$ cat config.mk
export PLATFORM = sky130hd
export DESIGN_NAME = mvm_uart_ctrl
export DESIGN_NICKNAME = d
export VERILOG_FILES = /design/src/rtl/mvm_pkg.sv /design/src/rtl/mvm_y_serializer.sv /design/src/rtl/mvm_uart_ctrl.sv
export SDC_FILE = /design/constraint.sdc
export NUM_CORES = 1
export LEC_CHECK = 0
export BUFFER_PORTS_ARGS = -buffer_cell sky130_fd_sc_hd__buf_2
export CAP_MARGIN = 40
export CORE_MARGIN = 3
export CORE_UTILIZATION = 50
export CTS_CLUSTER_DIAMETER = 80
export DETAILED_ROUTE_END_ITERATION = 7
export PLACE_DENSITY_LB_ADDON = 0.15
export SETUP_SLACK_MARGIN = 0.15
export SLEW_MARGIN = 20
export SYNTH_ARGS = -nofsm -noshare
export SYNTH_HDL_FRONTEND = slang
export SYNTH_SLANG_ARGS = --single-unit
$ cat constraint.sdc
create_clock -name clk -period 2.1 [get_ports clk]
set_input_delay 0.42 -clock clk [delete_from_list [all_inputs] [get_ports clk]]
set_output_delay 0.42 -clock clk [all_outputs]
set_load 0.03 [all_outputs]
$ cat src/rtl/mvm_pkg.sv
`default_nettype none
// ============================================================================
//  Module      : mvm_pkg
//  Description : Shared defaults, command codes, byte counts and the state
//                encoding for the MVM UART controller.
//  Revision    : 1.0 - initial release
// ============================================================================
package mvm_pkg;

    // Default geometry of the matrix-vector multiplier
    localparam int MVM_R             = 8;
    localparam int MVM_C             = 8;
    localparam int MVM_W_K           = 4;
    localparam int MVM_W_X           = 4;
    localparam int MVM_W_Y_OUT       = 16;
    localparam int MVM_BITS_PER_WORD = 8;

    // Operand sizes in bytes, as seen on the UART link
    localparam int K_BYTES = MVM_R * MVM_C * MVM_W_K / MVM_BITS_PER_WORD;
    localparam int X_BYTES = MVM_C * MVM_W_X / MVM_BITS_PER_WORD;

    // Command bytes accepted in IDLE
    localparam logic [7:0] CMD_LOAD_KX = 8'h01;
    localparam logic [7:0] CMD_LOAD_X  = 8'h02;

    // Controller states; the serializer reuses IDLE/SEND_LO/SEND_HI
    typedef enum logic [2:0] {
        ST_IDLE    = 3'd0,
        ST_LOAD_K  = 3'd1,
        ST_LOAD_X  = 3'd2,
        ST_START   = 3'd3,
        ST_WAIT    = 3'd4,
        ST_SEND_LO = 3'd5,
        ST_SEND_HI = 3'd6
    } state_e;

endpackage
`default_nettype wire

$ cat src/rtl/mvm_y_serializer.sv
`default_nettype none
// ============================================================================
//  Module      : mvm_y_serializer
//  Description : Walks the Y vector and offers each element to the UART TX
//                as two bytes (low first) with a valid/ready hold. tx_valid
//                drops for one cycle after every transfer while the next
//                byte is latched from the combinational Y read port.
//  Revision    : 1.0 - initial release
// ============================================================================
module mvm_y_serializer
    import mvm_pkg::*;
#(
    parameter int  R             = MVM_R,
    parameter int  W_Y_OUT       = MVM_W_Y_OUT,
    parameter int  BITS_PER_WORD = MVM_BITS_PER_WORD,
    localparam int YW            = $clog2(R)
) (
    input  logic                     clk,
    input  logic                     rst,
    input  logic                     start_i,
    input  logic                     tx_ready_i,
    input  logic [W_Y_OUT-1:0]       y_data_i,
    output logic [YW-1:0]            y_addr_o,
    output logic                     tx_valid_o,
    output logic [BITS_PER_WORD-1:0] tx_data_o,
    output logic                     lo_xfer_o,
    output logic                     hi_xfer_o,
    output logic                     last_o
);

    state_e                   state_q, state_d;
    logic [YW-1:0]            y_addr_q, y_addr_d;
    logic                     valid_q, valid_d;
    logic [BITS_PER_WORD-1:0] data_q, data_d;

    assign y_addr_o   = y_addr_q;
    assign tx_valid_o = valid_q;
    assign tx_data_o  = data_q;
    assign last_o     = (y_addr_q == YW'(R - 1));

    // State and output registers; reset abandons any byte in flight
    always_ff @(posedge clk) begin
        if (rst) begin
            state_q  <= ST_IDLE;
            y_addr_q <= '0;
            valid_q  <= 1'b0;
            data_q   <= '0;
        end else begin
            state_q  <= state_d;
            y_addr_q <= y_addr_d;
            valid_q  <= valid_d;
            data_q   <= data_d;
        end
    end

    // Byte sequencing: latch a byte with valid low, then hold until accepted
    always_comb begin
        state_d   = state_q;
        y_addr_d  = y_addr_q;
        valid_d   = valid_q;
        data_d    = data_q;
        lo_xfer_o = 1'b0;
        hi_xfer_o = 1'b0;
        case (state_q)
            ST_IDLE: begin
                if (start_i) begin
                    y_addr_d = '0;
                    valid_d  = 1'b0;
                    state_d  = ST_SEND_LO;
                end
            end
            ST_SEND_LO: begin
                if (!valid_q) begin
                    data_d  = y_data_i[BITS_PER_WORD-1:0];
                    valid_d = 1'b1;
                end else if (tx_ready_i) begin
                    lo_xfer_o = 1'b1;
                    valid_d   = 1'b0;
                    state_d   = ST_SEND_HI;
                end
            end
            ST_SEND_HI: begin
                if (!valid_q) begin
                    data_d  = y_data_i[2*BITS_PER_WORD-1:BITS_PER_WORD];
                    valid_d = 1'b1;
                end else if (tx_ready_i) begin
                    hi_xfer_o = 1'b1;
                    valid_d   = 1'b0;
                    if (last_o) begin
                        state_d = ST_IDLE;
                    end else begin
                        y_addr_d = y_addr_q + 1'b1;
                        state_d  = ST_SEND_LO;
                    end
                end
            end
            default: begin
                state_d = ST_IDLE;
                valid_d = 1'b0;
            end
        endcase
    end

endmodule
`default_nettype wire

$ cat src/rtl/mvm_uart_ctrl.sv
`default_nettype none
// ============================================================================
//  Module      : mvm_uart_ctrl
//  Description : UART-facing control for a matrix-vector multiplier. Decodes
//                command bytes, streams K/X operand bytes into the MVM
//                buffers, kicks off a compute and returns Y over TX.
//  Revision    : 1.0 - initial release
// ============================================================================
module mvm_uart_ctrl
    import mvm_pkg::*;
#(
    parameter int  R             = MVM_R,
    parameter int  C             = MVM_C,
    parameter int  W_K           = MVM_W_K,
    parameter int  W_X           = MVM_W_X,
    parameter int  W_Y_OUT       = MVM_W_Y_OUT,
    parameter int  BITS_PER_WORD = MVM_BITS_PER_WORD,
    localparam int K_LEN         = R * C * W_K / BITS_PER_WORD,
    localparam int X_LEN         = C * W_X / BITS_PER_WORD,
    localparam int AW            = $clog2(K_LEN),
    localparam int YW            = $clog2(R)
) (
    input  logic                     clk,
    input  logic                     rst,
    input  logic                     rx_valid,
    input  logic [BITS_PER_WORD-1:0] rx_data,
    output logic                     ld_valid,
    output logic                     ld_sel,
    output logic [AW-1:0]            ld_addr,
    output logic [BITS_PER_WORD-1:0] ld_data,
    output logic                     mvm_start,
    input  logic                     mvm_done,
    output logic [YW-1:0]            y_addr,
    input  logic [W_Y_OUT-1:0]       y_data,
    output logic                     tx_valid,
    output logic [BITS_PER_WORD-1:0] tx_data,
    input  logic                     tx_ready,
    output logic                     busy,
    output logic                     err,
    output logic                     ovr
);

    state_e                   state_q, state_d;
    logic [AW-1:0]            cnt_q, cnt_d;
    logic                     ld_valid_q, ld_valid_d;
    logic                     ld_sel_q, ld_sel_d;
    logic [AW-1:0]            ld_addr_q, ld_addr_d;
    logic [BITS_PER_WORD-1:0] ld_data_q, ld_data_d;
    logic                     mvm_start_q, mvm_start_d;
    logic                     busy_q, busy_d;
    logic                     err_q, err_d;
    logic                     ovr_q, ovr_d;

    logic                     ser_start;
    logic                     ser_lo_xfer;
    logic                     ser_hi_xfer;
    logic                     ser_last;

    assign ld_valid  = ld_valid_q;
    assign ld_sel    = ld_sel_q;
    assign ld_addr   = ld_addr_q;
    assign ld_data   = ld_data_q;
    assign mvm_start = mvm_start_q;
    assign busy      = busy_q;
    assign err       = err_q;
    assign ovr       = ovr_q;

    mvm_y_serializer #(
        .R             (R),
        .W_Y_OUT       (W_Y_OUT),
        .BITS_PER_WORD (BITS_PER_WORD)
    ) u_ser (
        .clk        (clk),
        .rst        (rst),
        .start_i    (ser_start),
        .tx_ready_i (tx_ready),
        .y_data_i   (y_data),
        .y_addr_o   (y_addr),
        .tx_valid_o (tx_valid),
        .tx_data_o  (tx_data),
        .lo_xfer_o  (ser_lo_xfer),
        .hi_xfer_o  (ser_hi_xfer),
        .last_o     (ser_last)
    );

    // Controller registers; reset wins over any coincident command byte
    always_ff @(posedge clk) begin
        if (rst) begin
            state_q     <= ST_IDLE;
            cnt_q       <= '0;
            ld_valid_q  <= 1'b0;
            ld_sel_q    <= 1'b0;
            ld_addr_q   <= '0;
            ld_data_q   <= '0;
            mvm_start_q <= 1'b0;
            busy_q      <= 1'b0;
            err_q       <= 1'b0;
            ovr_q       <= 1'b0;
        end else begin
            state_q     <= state_d;
            cnt_q       <= cnt_d;
            ld_valid_q  <= ld_valid_d;
            ld_sel_q    <= ld_sel_d;
            ld_addr_q   <= ld_addr_d;
            ld_data_q   <= ld_data_d;
            mvm_start_q <= mvm_start_d;
            busy_q      <= busy_d;
            err_q       <= err_d;
            ovr_q       <= ovr_d;
        end
    end

    // Next-state decode, load strobes and sticky error flags
    always_comb begin
        state_d     = state_q;
        cnt_d       = cnt_q;
        ld_valid_d  = 1'b0;
        ld_sel_d    = ld_sel_q;
        ld_addr_d   = ld_addr_q;
        ld_data_d   = ld_data_q;
        mvm_start_d = 1'b0;
        err_d       = err_q;
        ovr_d       = ovr_q;
        ser_start   = 1'b0;

        // Bytes have nowhere to go once the operands are complete
        if (rx_valid && (state_q inside {ST_START, ST_WAIT, ST_SEND_LO, ST_SEND_HI})) begin
            ovr_d = 1'b1;
        end

        case (state_q)
            ST_IDLE: begin
                if (rx_valid) begin
                    if (rx_data == CMD_LOAD_KX) begin
                        state_d = ST_LOAD_K;
                        cnt_d   = '0;
                    end else if (rx_data == CMD_LOAD_X) begin
                        state_d = ST_LOAD_X;
                        cnt_d   = '0;
                    end else begin
                        err_d = 1'b1;
                    end
                end
            end
            ST_LOAD_K: begin
                if (rx_valid) begin
                    ld_valid_d = 1'b1;
                    ld_sel_d   = 1'b0;
                    ld_addr_d  = cnt_q;
                    ld_data_d  = rx_data;
                    if (cnt_q == AW'(K_LEN - 1)) begin
                        state_d = ST_LOAD_X;
                        cnt_d   = '0;
                    end else begin
                        cnt_d = cnt_q + 1'b1;
                    end
                end
            end
            ST_LOAD_X: begin
                if (rx_valid) begin
                    ld_valid_d = 1'b1;
                    ld_sel_d   = 1'b1;
                    ld_addr_d  = cnt_q;
                    ld_data_d  = rx_data;
                    if (cnt_q == AW'(X_LEN - 1)) begin
                        state_d = ST_START;
                        cnt_d   = '0;
                    end else begin
                        cnt_d = cnt_q + 1'b1;
                    end
                end
            end
            ST_START: begin
                // Lands one cycle after the final X write strobe
                mvm_start_d = 1'b1;
                state_d     = ST_WAIT;
            end
            ST_WAIT: begin
                if (mvm_done) begin
                    ser_start = 1'b1;
                    state_d   = ST_SEND_LO;
                end
            end
            ST_SEND_LO: begin
                if (ser_lo_xfer) begin
                    state_d = ST_SEND_HI;
                end
            end
            ST_SEND_HI: begin
                if (ser_hi_xfer) begin
                    state_d = ser_last ? ST_IDLE : ST_SEND_LO;
                end
            end
            default: begin
                state_d = ST_IDLE;
            end
        endcase

        busy_d = (state_d != ST_IDLE);
    end

endmodule
`default_nettype wire

# Word-level counts from Yosys, hierarchy flattened
# Index checks and enable logic that the tools add are counted.
word_totals:
  ff_bits: 42
  inputBits: 29
  out_inout_bits: 31
  wordCells: 112
classes:
  add_sub_neg: 2
  eq_ne: 25
  muxes: 49
  bitwise: 3
  reduce_logical: 19
ops:
  columns: ["op", "n"]
  rows:
  - ["2-to-1 mux 3 bit", 20]
  - ["2-to-1 mux 5 bit", 7]
  - ["case mux 3 bit (7 select lines)", 1]
  - ["equality test 3 bit (second input constant)", 6]
  - ["!= test 2 bit (second input constant)", 9]
  - ["2-to-1 mux 8 bit", 2]
  - ["case mux 8 bit (2 select lines)", 1]
  - ["case mux 5 bit (3 select lines)", 1]
  - ["AND reduction 5 bit", 3]
  - ["2-to-1 mux 1 bit", 13]
  - ["case mux 3 bit (3 select lines)", 1]
  - ["equality test 8 x 1 -> 1 bit (second input constant)", 1]
  - ["equality test 8 x 2 -> 1 bit (second input constant)", 1]
  - ["equality test 3 x 2 -> 1 bit (second input constant)", 2]
  - ["logical NOT 3 bit", 2]
  - ["case mux 3 bit (2 select lines)", 1]
  - ["AND reduction 3 bit", 2]
  - ["nonzero test 2 bit", 3]
  - ["nonzero test 3 bit", 2]
  - ["OR reduction 2 bit", 3]
  - ["adder 5 x 1 -> 5 bit (second input constant)", 1]
  - ["equality test 5 x 2 -> 1 bit (second input constant)", 1]
  - ["equality test 5 bit (second input constant)", 1]
  - ["!= test 2 x 1 -> 1 bit (second input constant)", 2]
  - ["9 further kinds", 12]

# Depth between registers and ports, before layout
# Gate-level depths: netlist of the first run.
logic_depth:
  word_depth: 6
  ltp_mapped: 9
  ltp_nobuf: 9

# Cells and area by module
# Synthesis of the first run repeated with hierarchy kept, for this count alone.
hier_totals:
  cells_unflattened: 244
  hier_area_um2: 2128.3
by_module_without_submodules:
  columns: ["module", "n_inst", "cells_per_inst", "area_each_um2", "seq_area_each_um2"]
  rows:
  - ["mvm_uart_ctrl", 1, 153, 1352.5, 540.5]
  - ["mvm_y_serializer", 1, 91, 775.7, 300.3]

# Worst setup path after synthesis of the first run
# Ideal clock, no wire load.
synth_path:
  path_kind: "in2reg"
  from: "in rx_data[7]"
  to: "reg cnt_q[4]"
  setup_ns: 0.071
  arrival_ns: 1.795
  required_ns: 2.029
  slack_ns: 0.234
  cell_stages: 5
  n_path_buf: 0
  cell_sequence: "nor4_4 -> nand3_2 -> a211o_1 -> or4b_1 -> a21oi_1"
synth_via:
  elab_chain_len: 4
  elab_cells_between_ends: 7
  classes_between: "eq/ne: 3; mux: 3; reduce/logical: 1"
synth_rtl:
  columns: ["element", "line_no", "rtl"]
  rows:
  - ["start: declaration", "mvm_uart_ctrl.sv:26", "input logic [BITS_PER_WORD-1:0] rx_data,"]
  - ["equality test 8 x 1 -> 1 bit", "mvm_uart_ctrl.sv:134", "if (rx_data == CMD_LOAD_KX) begin"]
  - ["2-to-1 mux 5 bit", "mvm_uart_ctrl.sv:134", null]
  - ["2-to-1 mux 5 bit", "mvm_uart_ctrl.sv:133", "if (rx_valid) begin"]
  - ["case mux 5 bit (3 select lines)", "mvm_uart_ctrl.sv:131", "case (state_q)"]
  - ["end signal: assignment", "mvm_uart_ctrl.sv:101", "cnt_q <= cnt_d;"]
  - ["end: declaration", "mvm_uart_ctrl.sv:44", "logic [AW-1:0] cnt_q, cnt_d;"]
# Several ways; a longest one is shown, not always the timed one. The select of a mux whose other input is x is not followed.
# A chain may end at the register's enable or synchronous reset.

# Final worst setup path of the first run
layout_path:
  from: "reg cnt_q[0]"
  to: "reg cnt_q[3]"
layout_via:
  elab_chain_len: 4
  elab_cells_between_ends: 8
  classes_between: "add/sub: 1; eq/ne: 2; mux: 5"
layout_rtl:
  columns: ["element", "line_no"]
  rows:
  - ["adder 5 x 1 -> 5 bit (tied with other cells)", "mvm_uart_ctrl.sv:155, mvm_uart_ctrl.sv:169"]
  - ["2-to-1 mux 5 bit, on equally long branches", "mvm_uart_ctrl.sv:165, mvm_uart_ctrl.sv:151"]
  - ["2-to-1 mux 5 bit, on equally long branches", "mvm_uart_ctrl.sv:160, mvm_uart_ctrl.sv:146"]
  - ["case mux 5 bit (3 select lines) (*)", "mvm_uart_ctrl.sv:131"]
# Every way passes the cells marked *; elsewhere a longest branch is shown, timed or not. The select of a mux whose other input is x is not followed.

==> out/summary.txt, run 1 <==
status: completed
fmax: 546 MHz
post-route worst setup slack: 0.267 ns
final count of pins violating max slew: 0
cell area after synthesis: 1950 um^2
setup bufs post-CTS: 0
crit-path max cell delay: 0.65 ns
part of the cycle the worst path needs: 0.873
WL final: 4370 um
Slowest cell on crit path: or4b_2
clock power share: 0.379
clock skew: 0.00483 ns
io pins: 60
Longest Clk Path Bufs: 2
layout cells sized above 1: 0.287
post-route ant nets: 0
worst setup path class: reg -> reg
relative slew slack: 0.600
ys flop type: dfxtp_1
Cell Pwr Density: 578 nW/um^2
area leader, netlist: dfxtp_1
initial DRC count: 81
Syn. warnings: 0
CTS tree: built
Initial DRT Pass Iterations: 4
die area: 4680 um^2
insertion delay to the later sink of the worst-skew pair: 0.29 ns
GPL Wtd Cong: 0.834
Hold Buf Count CTS: 0
Num CTS Buffers: 5
Int Pwr: 1.09 mW
initial antenna violation count: 0
Sequential Power Share: 0.569
CP required: 2.27 ns
DRC: 0
Max-Cap Viols: 0
unrepaired setup endpoints after global routing: true
synth top area cells: dfxtp_1 43%, a21oi_1 8.0%, mux2i_1 7.7%, nor2_1 6.2%, nand2_1 3.9%
Setup violations, final: 0
Top Family by Delay on Critical Path: simple AND/OR/NAND/NOR gates
H-tree depth: 2
clock-pin slew on the worst setup and hold paths: 0.07 ns
NetSw: 0.309 mW
post-synth cell types: 39
VDD IR max: 365 uV
final hold violation count: 0
CTS root buffer: clkbuf_8
CTS resizes: 0
Leak: 1.05 nW
Syn-to-layout area delta: 24.8%
Worst Setup Start Kind: flip-flop
core area: 3720 um^2
Layout Nets: 328
grt total ovfl: 0
number of global-route vias before repair: 1,524
Post-synth EDFFs: 0
Starting Density: 0.524
switching fraction of total power: 0.220
row count: 22
DP HPWL: 3190 um
die span in y: 68.4 um
DIE WIDTH: 68.4 um
Setup TNS: 0 ns
clock sinks: 42
WP buf/inv: 0
fin util: 0.653
gr usage total: 0.188
layout filler cell count: 361
DR WL/cell: 12.7 um
critical path endpoint category: flip-flop
Yosys top cell area share: 0.432
Worst EP arrival: 2.00 ns
CP cell instances: ha_1 -> or4b_2 -> a22oi_2 -> nor2_2 -> a21oi_1 -> o32ai_1
sequential cell area fraction in the yosys report: 0.432
syn avg cell area: 8.35 um^2
Syn Nets: 266
ant diodes: 0
largest net degree at the start of global routing: 24
measured slew at the worst slew-check pin: 0.598 ns
via count: 1,830
Tmin final: 1.83 ns
vias per inst: 5.32
Synth Register Bits: 42
Buffers on Ports: 59
FFs w/ async S/R, synth: 0
number of standard cells after synthesis: 233
combinational power share: 0.053
CP max FO: 5
Place WS: 0.0465 ns
first-pass GRT wire length: 6640 um
Hold WC Path Type: in -> reg
Tot Pwr: 1.40 mW
[area by class of cell]
class	count	area, um^2	share of cell area
clock buffers	7	86.3	0.0356
inverters	6	22.5	0.00928
clock inverters	1	5.00	0.00206
multi-input cells	172	1050	0.431
well taps	48	60.1	0.0247
repair buffers	68	363	0.149
flip-flops and latches	42	843	0.347
[cells by family (layout without fill, tap and decap cells)]
| kind of cell | count (synthesis) | after routing | synth area share |
|---|---|---|---|
| simple gates | 101 | 101 | 0.264 |
| compound gates | 49 | 49 | 0.149 |
| flops | 42 | 42 | 0.432 |
| buf+inv | 19 | 82 | 0.0386 |
| mux | 15 | 15 | 0.0772 |
| fa+ha+maj | 4 | 4 | 0.0257 |
| xor+xnor | 3 | 3 | 0.0135 |
[worst register-to-register path, delay by kind of cell (launching register included)]
| kind | cells | cell delay [ns] |
|---|---|---|
| adder cells (fa/ha/maj) | 1 | 0.17 |
| AO/OA/AOI/OAI | 3 | 0.42 |
| AND/OR/NAND/NOR | 2 | 0.74 |
| flip-flops | 1 | 0.37 |
[synthesized netlist by cell type, types with 3 or more instances]
| cell | number |
|---|---|
| a21oi_1 | 31 |
| a31oi_1 | 3 |
| buf_2 | 3 |
| clkbuf_1 | 10 |
| dfxtp_1 | 42 |
| ha_1 | 4 |
| inv_1 | 6 |
| mux2i_1 | 15 |
| nand2_1 | 20 |
| nand2b_1 | 3 |
| nand3_1 | 15 |
| nand3b_1 | 5 |
| nand4_1 | 3 |
| nor2_1 | 32 |
| nor2b_1 | 6 |
| nor3_1 | 5 |
[per-layer routing]
metal | global-route usage | routed length (um)
met3 | 0.0394 | 182
met2 | 0.293 | 2060
met4 | 0.0819 | 77
met5 | 0 | 0
met1 | 0.248 | 2060
[sequential cells by signal, summed over array words and instances (netlist names), 3 cells and up]
register,count
ld_addr,5
u_ser.state_q,3
ld_data,8
u_ser.tx_data_o,8
u_ser.y_addr_o,3
cnt_q,5
state_q,3
[power by group through the flow]
| stage | combinational (mW) | sequential (mW) | clock [mW] |
|---|---|---|---|
| after floorplan | 0.0269 | 0.821 | 0 |
| after CTS | 0.0738 | 0.798 | 0.544 |
| after detailed placement | 0.0733 | 0.817 | 0 |
| after global routing | 0.0811 | 0.799 | 0.577 |
| after global placement | 0.0725 | 0.817 | 0 |
| final | 0.0737 | 0.798 | 0.531 |
[worst paths after layout]
kind,slack (ns),cells past startpoint,to,startpoint
worst max-delay path,0.27,6,cnt_q[3],cnt_q[0]
worst min-delay path,0.38,3,ld_data[5],rx_data[5]
worst max register to register,0.27,6,cnt_q[3],cnt_q[0]
worst min register to register,0.47,2,ovr,ovr
[metrics by stage]
stage / area, um^2 / hold WS, ns / cells
2_1_floorplan: 1950 / 0.457 / 233
3_3_place_gp: 2320 / 0.450 / 336
3_5_place_dp: 2320 / 0.459 / 336
4_1_cts: 2410 / 0.378 / 344
5_1_grt: 2430 / 0.413 / 344
6_report: 2430 / 0.378 / 344
[placed cells by master, fill, tap and decap left out, types with 2 or more instances in the layout]
master,count
o21ai_0,2
buf_4,9
inv_1,6
nor2_1,31
buf_2,59
mux2i_1,15
xor2_1,2
dfxtp_1,40
nand2b_1,3
a21o_1,2
a31oi_1,3
clkbuf_8,6
nor2b_1,6
dfxtp_2,2
nor3_1,5
ha_1,4
a21oi_1,30
nand3_1,15
nand2_1,20
a211oi_1,2
o32ai_1,2
nand4_1,3
nand3b_1,5
or3_1,2
(Power assumes the default switching activity.)
==> run 2: changes to the inputs <==
- CORE_ASPECT_RATIO: not set -> 2
==> out/summary.txt, run 2 (synthesized netlist as in run 1, its figures left out) <==
part of the cycle the worst path needs: 0.863 (-0.00995)
commonest non-fill, non-tap cell in the layout: buf_2
initial DRC count: 24 (-70%)
CTS root buffer: clkbuf_8
vias per inst: 5.42 (+1.8%)
measured slew at the worst slew-check pin: 0.529 ns (-0.0696 ns)
core area: 3680 um^2 (-0.84%)
post-route ant nets: 0 (unchanged)
Hold WC Path Type: in -> reg
gr usage total: 0.201 (+0.0130)
Leak: 1.04 nW (-0.83%)
relative slew slack: 0.646 (+0.0465)
worst setup path class: reg -> reg
Layout Nets: 327 (-0.30%)
row count: 31 (+41%)
Starting Density: 0.528 (+0.00444)
clock skew: 0.00496 ns (+0.000136 ns)
Buffers on Ports: 59 (unchanged)
CTS tree: built
setup bufs post-CTS: 0 (unchanged)
final count of pins violating max slew: 0 (unchanged)
initial antenna violation count: 0 (unchanged)
Worst EP arrival: 1.98 ns (-0.02 ns)
Setup violations, final: 0 (unchanged)
Cell Pwr Density: 579 nW/um^2 (+0.18%)
final hold violation count: 0 (unchanged)
Hold Buf Count CTS: 0 (unchanged)
Initial DRT Pass Iterations: 4 (unchanged)
Tmin final: 1.81 ns (-0.0209 ns)
VDD IR max: 693 uV (+90%)
status: completed
die span in y: 94.2 um (+38%)
grt total ovfl: 0 (unchanged)
Syn-to-layout area delta: 24.4%
Longest Clk Path Bufs: 2 (unchanged)
via count: 1,863 (+1.8%)
Place WS: 0.0710 ns (+0.0245 ns)
DP HPWL: 3520 um (+10%)
GPL Wtd Cong: 0.880 (+5.5%)
io pins: 60 (unchanged)
unrepaired setup endpoints after global routing: false
Tot Pwr: 1.40 mW (about the same)
die area: 4720 um^2 (+0.97%)
leading cell types in the layout, fill and taps excluded: 59 x buf_2, 40 x dfxtp_1, 32 x nor2_1
CTS resizes: 0 (unchanged)
Max-Cap Viols: 0 (unchanged)
critical path endpoint category: flip-flop
H-tree depth: 2 (unchanged)
Worst Setup Start Kind: flip-flop
clock-pin slew on the worst setup and hold paths: 0.08 ns (about the same)
DR WL/cell: 13.0 um (+2.0%)
Setup TNS: 0 ns (unchanged)
first-pass GRT wire length: 7420 um (+12%)
layout cells sized above 1: 0.285 (-0.00242)
DIE WIDTH: 50.1 um (-27%)
DRC: 0 (unchanged)
WL final: 4460 um (+2.0%)
layout filler cell count: 362 (+0.28%)
CP required: 2.27 ns (about the same)
post-route worst setup slack: 0.288 ns (+0.0209 ns)
fmax: 552 MHz (+1.2%)
Num CTS Buffers: 5 (unchanged)
CP max FO: 5 (unchanged)
largest net degree at the start of global routing: 27 (+13%)
number of global-route vias before repair: 1,767 (+16%)
ant diodes: 0 (unchanged)
insertion delay to the later sink of the worst-skew pair: 0.29 ns (about the same)
clock sinks: 42 (unchanged)
==> run 2: metrics by stage <==
stage | instance area (um^2) | hold slack, ns | instances | util
after CTS | 2400 | 0.381 | 344 | 0.653
after floorplan | 1950 | 0.457 | 233 | -
after detailed placement | 2310 | 0.459 | 336 | 0.627
final | 2420 | 0.387 | 344 | 0.657
after global placement | 2310 | 0.456 | 336 | 0.627
after global routing | 2420 | 0.421 | 344 | 0.657
==> run 2: final cells by class <==
| type | count | area [um^2] | area share |
|---|---|---|---|
| well taps | 49 | 61.3 | 0.0253 |
| inverters | 6 | 22.5 | 0.00930 |
| flip-flops and latches | 42 | 843 | 0.348 |
| clock inverters | 2 | 12.5 | 0.00517 |
| clock buffers | 6 | 82.6 | 0.0341 |
| repair buffers | 67 | 355 | 0.147 |
| multi-input cells | 172 | 1040 | 0.431 |
==> run 2: final timing paths <==
path              slack (ns)    endpoint        from  depth (start not counted)
hold reg to reg         0.48         err         err                          2
hold / removal          0.39  ld_data[5]  rx_data[5]                          3
setup / recovery        0.29    cnt_q[2]    cnt_q[0]                          6
setup reg to reg        0.29    cnt_q[2]    cnt_q[0]                          6
==> run 2: per-layer routing <==
layer / vias to the layer above / track usage / wire (um)
met2: 56 / 0.379 / 2450
li1: 939 / - / -
met3: 13 / 0.0382 / 228
met1: 855 / 0.189 / 1630
met5: - / 0 / 0
met4: 0 / 0.127 / 153
==> run 2: power breakdown <==
part	leakage (nW)	internal, mW	switching [mW]	total, mW
combinational	0.653	0.0304	0.0419	0.0722
clock	0.0472	0.264	0.268	0.532
sequential	0.339	0.797	0.00103	0.798
==> run 2: critical path, cell delays in order, from the launching register on <==
cell and delay [ns]:
dfxtp_2 0.37, ha_1 0.16, or4b_2 0.63, a22oi_1 0.19, nor2_1 0.10, a21oi_1 0.15
o32ai_1 0.08
==> run 3: changes to the inputs <==
--- a/config.mk
+++ b/config.mk
@@ -7,2 +7,3 @@
 export LEC_CHECK = 0
+export ABC_AREA = 0
 export BUFFER_PORTS_ARGS = -buffer_cell sky130_fd_sc_hd__buf_2
==> constraint.sdc (replaced) <==
create_clock -name clk -period 2.1 [get_ports clk]
set_input_delay 0.315 -clock clk [delete_from_list [all_inputs] [get_ports clk]]
set_output_delay 0.315 -clock clk [all_outputs]
set_load 0.03 [all_outputs]
==> out/summary.txt, run 3 (synthesized netlist as in run 1, its figures left out) <==
CTS resizes: 0 (unchanged)
Setup TNS: 0 ns (unchanged)
CP required: 2.27 ns (about the same)
layout filler cell count: 326 (-9.9%)
DP Area: 2310 um^2 (unchanged)
grt total ovfl: 0 (unchanged)
leading cell types in the layout, fill and taps excluded: 59 x buf_2, 40 x dfxtp_1, 32 x nor2_1
CP cell instances: ha_1 -> inv_1 -> nor3_2 -> ha_2 -> nand2_1 -> nand3b_1 -> a21oi_1 -> nor4_2 -> a31oi_1
Longest Clk Path Bufs: 2 (unchanged)
Hold EP: ld_data[5]
part of the cycle the worst path needs: 0.863 (about the same)
Int Pwr: 1.33 mW (+22%)
status: completed
die span in y: 94.2 um (unchanged)
gr usage total: 0.211 (+0.00988)
flop-to-flop setup slack: 0.29 ns (about the same)
WL final: 4630 um (+3.7%)
DIE WIDTH: 50.1 um (unchanged)
via count: 1,879 (+0.86%)
Slowest cell on crit path: dfxtp_2
GPL Wtd Cong: 0.906 (+3.0%)
worst hold start: rx_data[5]
switching fraction of total power: 0.192 (-0.0292)
io pins: 60 (unchanged)
Buffers on Ports: 59 (unchanged)
hold path cells: 3 (unchanged)
unrepaired setup endpoints after global routing: false
Worst Setup Start Kind: flip-flop
clock power share: 0.472 (+0.093)
Syn-to-layout area delta: 27.1%
FF-to-FF Start: cnt_q[0]
r2r worst-path depth: 9 (+3)
core area: 3680 um^2 (unchanged)
post-route ant nets: 0 (unchanged)
layout cells sized above 1: 0.285 (unchanged)
Layout Nets: 327 (unchanged)
ant diodes: 0 (unchanged)
setup bufs post-CTS: 0 (unchanged)
worst setup path class: reg -> reg
final hold violation count: 0 (unchanged)
design area: 2470 um^2 (+2.1%)
Hold WC Path Type: in -> reg
first-pass GRT wire length: 7780 um (+4.8%)
WP buf/inv: 1 (+1)
number of global-route vias before repair: 1,826 (+3.3%)
VDD IR max: 605 uV (-13%)
DP HPWL: 3570 um (+1.7%)
vias per inst: 5.46 (+0.86%)
Num CTS Buffers: 5 (unchanged)
DR WL/cell: 13.4 um (+3.7%)
CTS root buffer: clkbuf_8
clock-pin slew on the worst setup and hold paths: 0.08 ns (about the same)
crit-path max cell delay: 0.38 ns (-0.25 ns)
measured slew at the worst slew-check pin: 0.535 ns (+0.00582 ns)
commonest non-fill, non-tap cell in the layout: buf_2
FF-to-FF End: busy
insertion delay to the later sink of the worst-skew pair: 0.29 ns (about the same)
Initial DRT Pass Iterations: 5 (+1)
NetSw: 0.318 mW (+2.3%)
Leak: 1.07 nW (+2.6%)
Starting Density: 0.528 (unchanged)
Cell Pwr Density: 668 nW/um^2 (+15%)
CP max FO: 5 (unchanged)
Multi-input gate area: 1050 um^2 (+0.36%)
combinational power share: 0.044 (-0.008)
Hold Buf Count CTS: 0 (unchanged)
fmax: 552 MHz (about the same)
H-tree depth: 2 (unchanged)
initial DRC count: 26 (+8.3%)
Setup violations, final: 0 (unchanged)
CTS tree: built
row count: 31 (unchanged)
register area: 843 um^2 (unchanged)
DRC: 0 (unchanged)
Tmin final: 1.81 ns (+0.000577 ns)
Max-Cap Viols: 0 (unchanged)
relative slew slack: 0.639 (-0.00751)
largest net degree at the start of global routing: 29 (+7.4%)
final count of pins violating max slew: 0 (unchanged)
clock sinks: 42 (unchanged)
Worst EP arrival: 1.98 ns (about the same)
critical path endpoint category: flip-flop
clock skew: 0.00506 ns (+0.0000906 ns)
die area: 4720 um^2 (unchanged)
initial antenna violation count: 0 (unchanged)
Sequential Power Share: 0.483 (-0.086)
Top Family by Delay on Critical Path: simple AND/OR/NAND/NOR gates
==> run 3: cell types whose count changed in the layout (fill, tap and decap cells not counted) <==
cell	before	now
bufinv_16	0	2
clkinv_2	1	0
clkinvlp_4	1	0
or4b_2	1	0
or4b_4	0	1
==> run 3: power by group through the flow <==
| stage | clock network, mW | registers [mW] | logic (mW) |
|---|---|---|---|
| global route | 0.832 | 0.799 | 0.0814 |
| global placement | 0 | 0.817 | 0.0731 |
| floorplan | 0 | 0.821 | 0.0269 |
| finish | 0.781 | 0.798 | 0.0735 |
| CTS | 0.807 | 0.798 | 0.0741 |
| detailed placement | 0 | 0.817 | 0.0740 |
==> run 3: layout make-up <==
type,instances,area share
clock inverter,2,0.0243
sequential,42,0.341
clock buffer,6,0.0334
tap,49,0.0248
inverter,6,0.00911
multi-input combinational,172,0.424
timing repair buffer,67,0.144
==> run 3: worst reg2reg max path: stages (launching register included) <==
cell,delay [ns]
dfxtp_2,0.38
ha_1,0.17
inv_1,0.07
nor3_2,0.15
ha_2,0.22
nand2_1,0.07
nand3b_1,0.09
a21oi_1,0.08
nor4_2,0.33
a31oi_1,0.13
==> run 3: through the flow <==
step	setup WS, ns	hold slack, ns	power [mW]	utilization	cells
after floorplan	0.339	0.456	0.848	-	233
after global placement	0.238	0.454	0.890	0.627	336
after CTS	0.151	0.270	1.68	0.666	344
after detailed placement	0.176	0.460	0.891	0.627	336
final	0.287	0.275	1.65	0.671	344
after global routing	0.154	0.299	1.71	0.671	344
==> run 3: worst max-delay path by stage <==
| stage | startpoint | endpoint | slack, ns | cells after the start |
|---|---|---|---|---|
| finish | cnt_q[0] | busy | 0.29 | 9 |
| global route | cnt_q[0] | busy | 0.15 | 9 |
| CTS | cnt_q[0] | busy | 0.15 | 9 |
| detailed placement | rx_data[7] | cnt_q[4] | 0.18 | 6 |
| global placement | rx_data[7] | cnt_q[4] | 0.24 | 6 |
| floorplan | rx_data[7] | cnt_q[4] | 0.34 | 5 |
==> run 3: layer usage <==
metal / up-vias / track usage / wire, um
li1: 946 / - / -
met1: 853 / 0.204 / 1700
met3: 12 / 0.0477 / 258
met4: 0 / 0.0993 / 122
met2: 68 / 0.402 / 2550
met5: - / 0 / 0
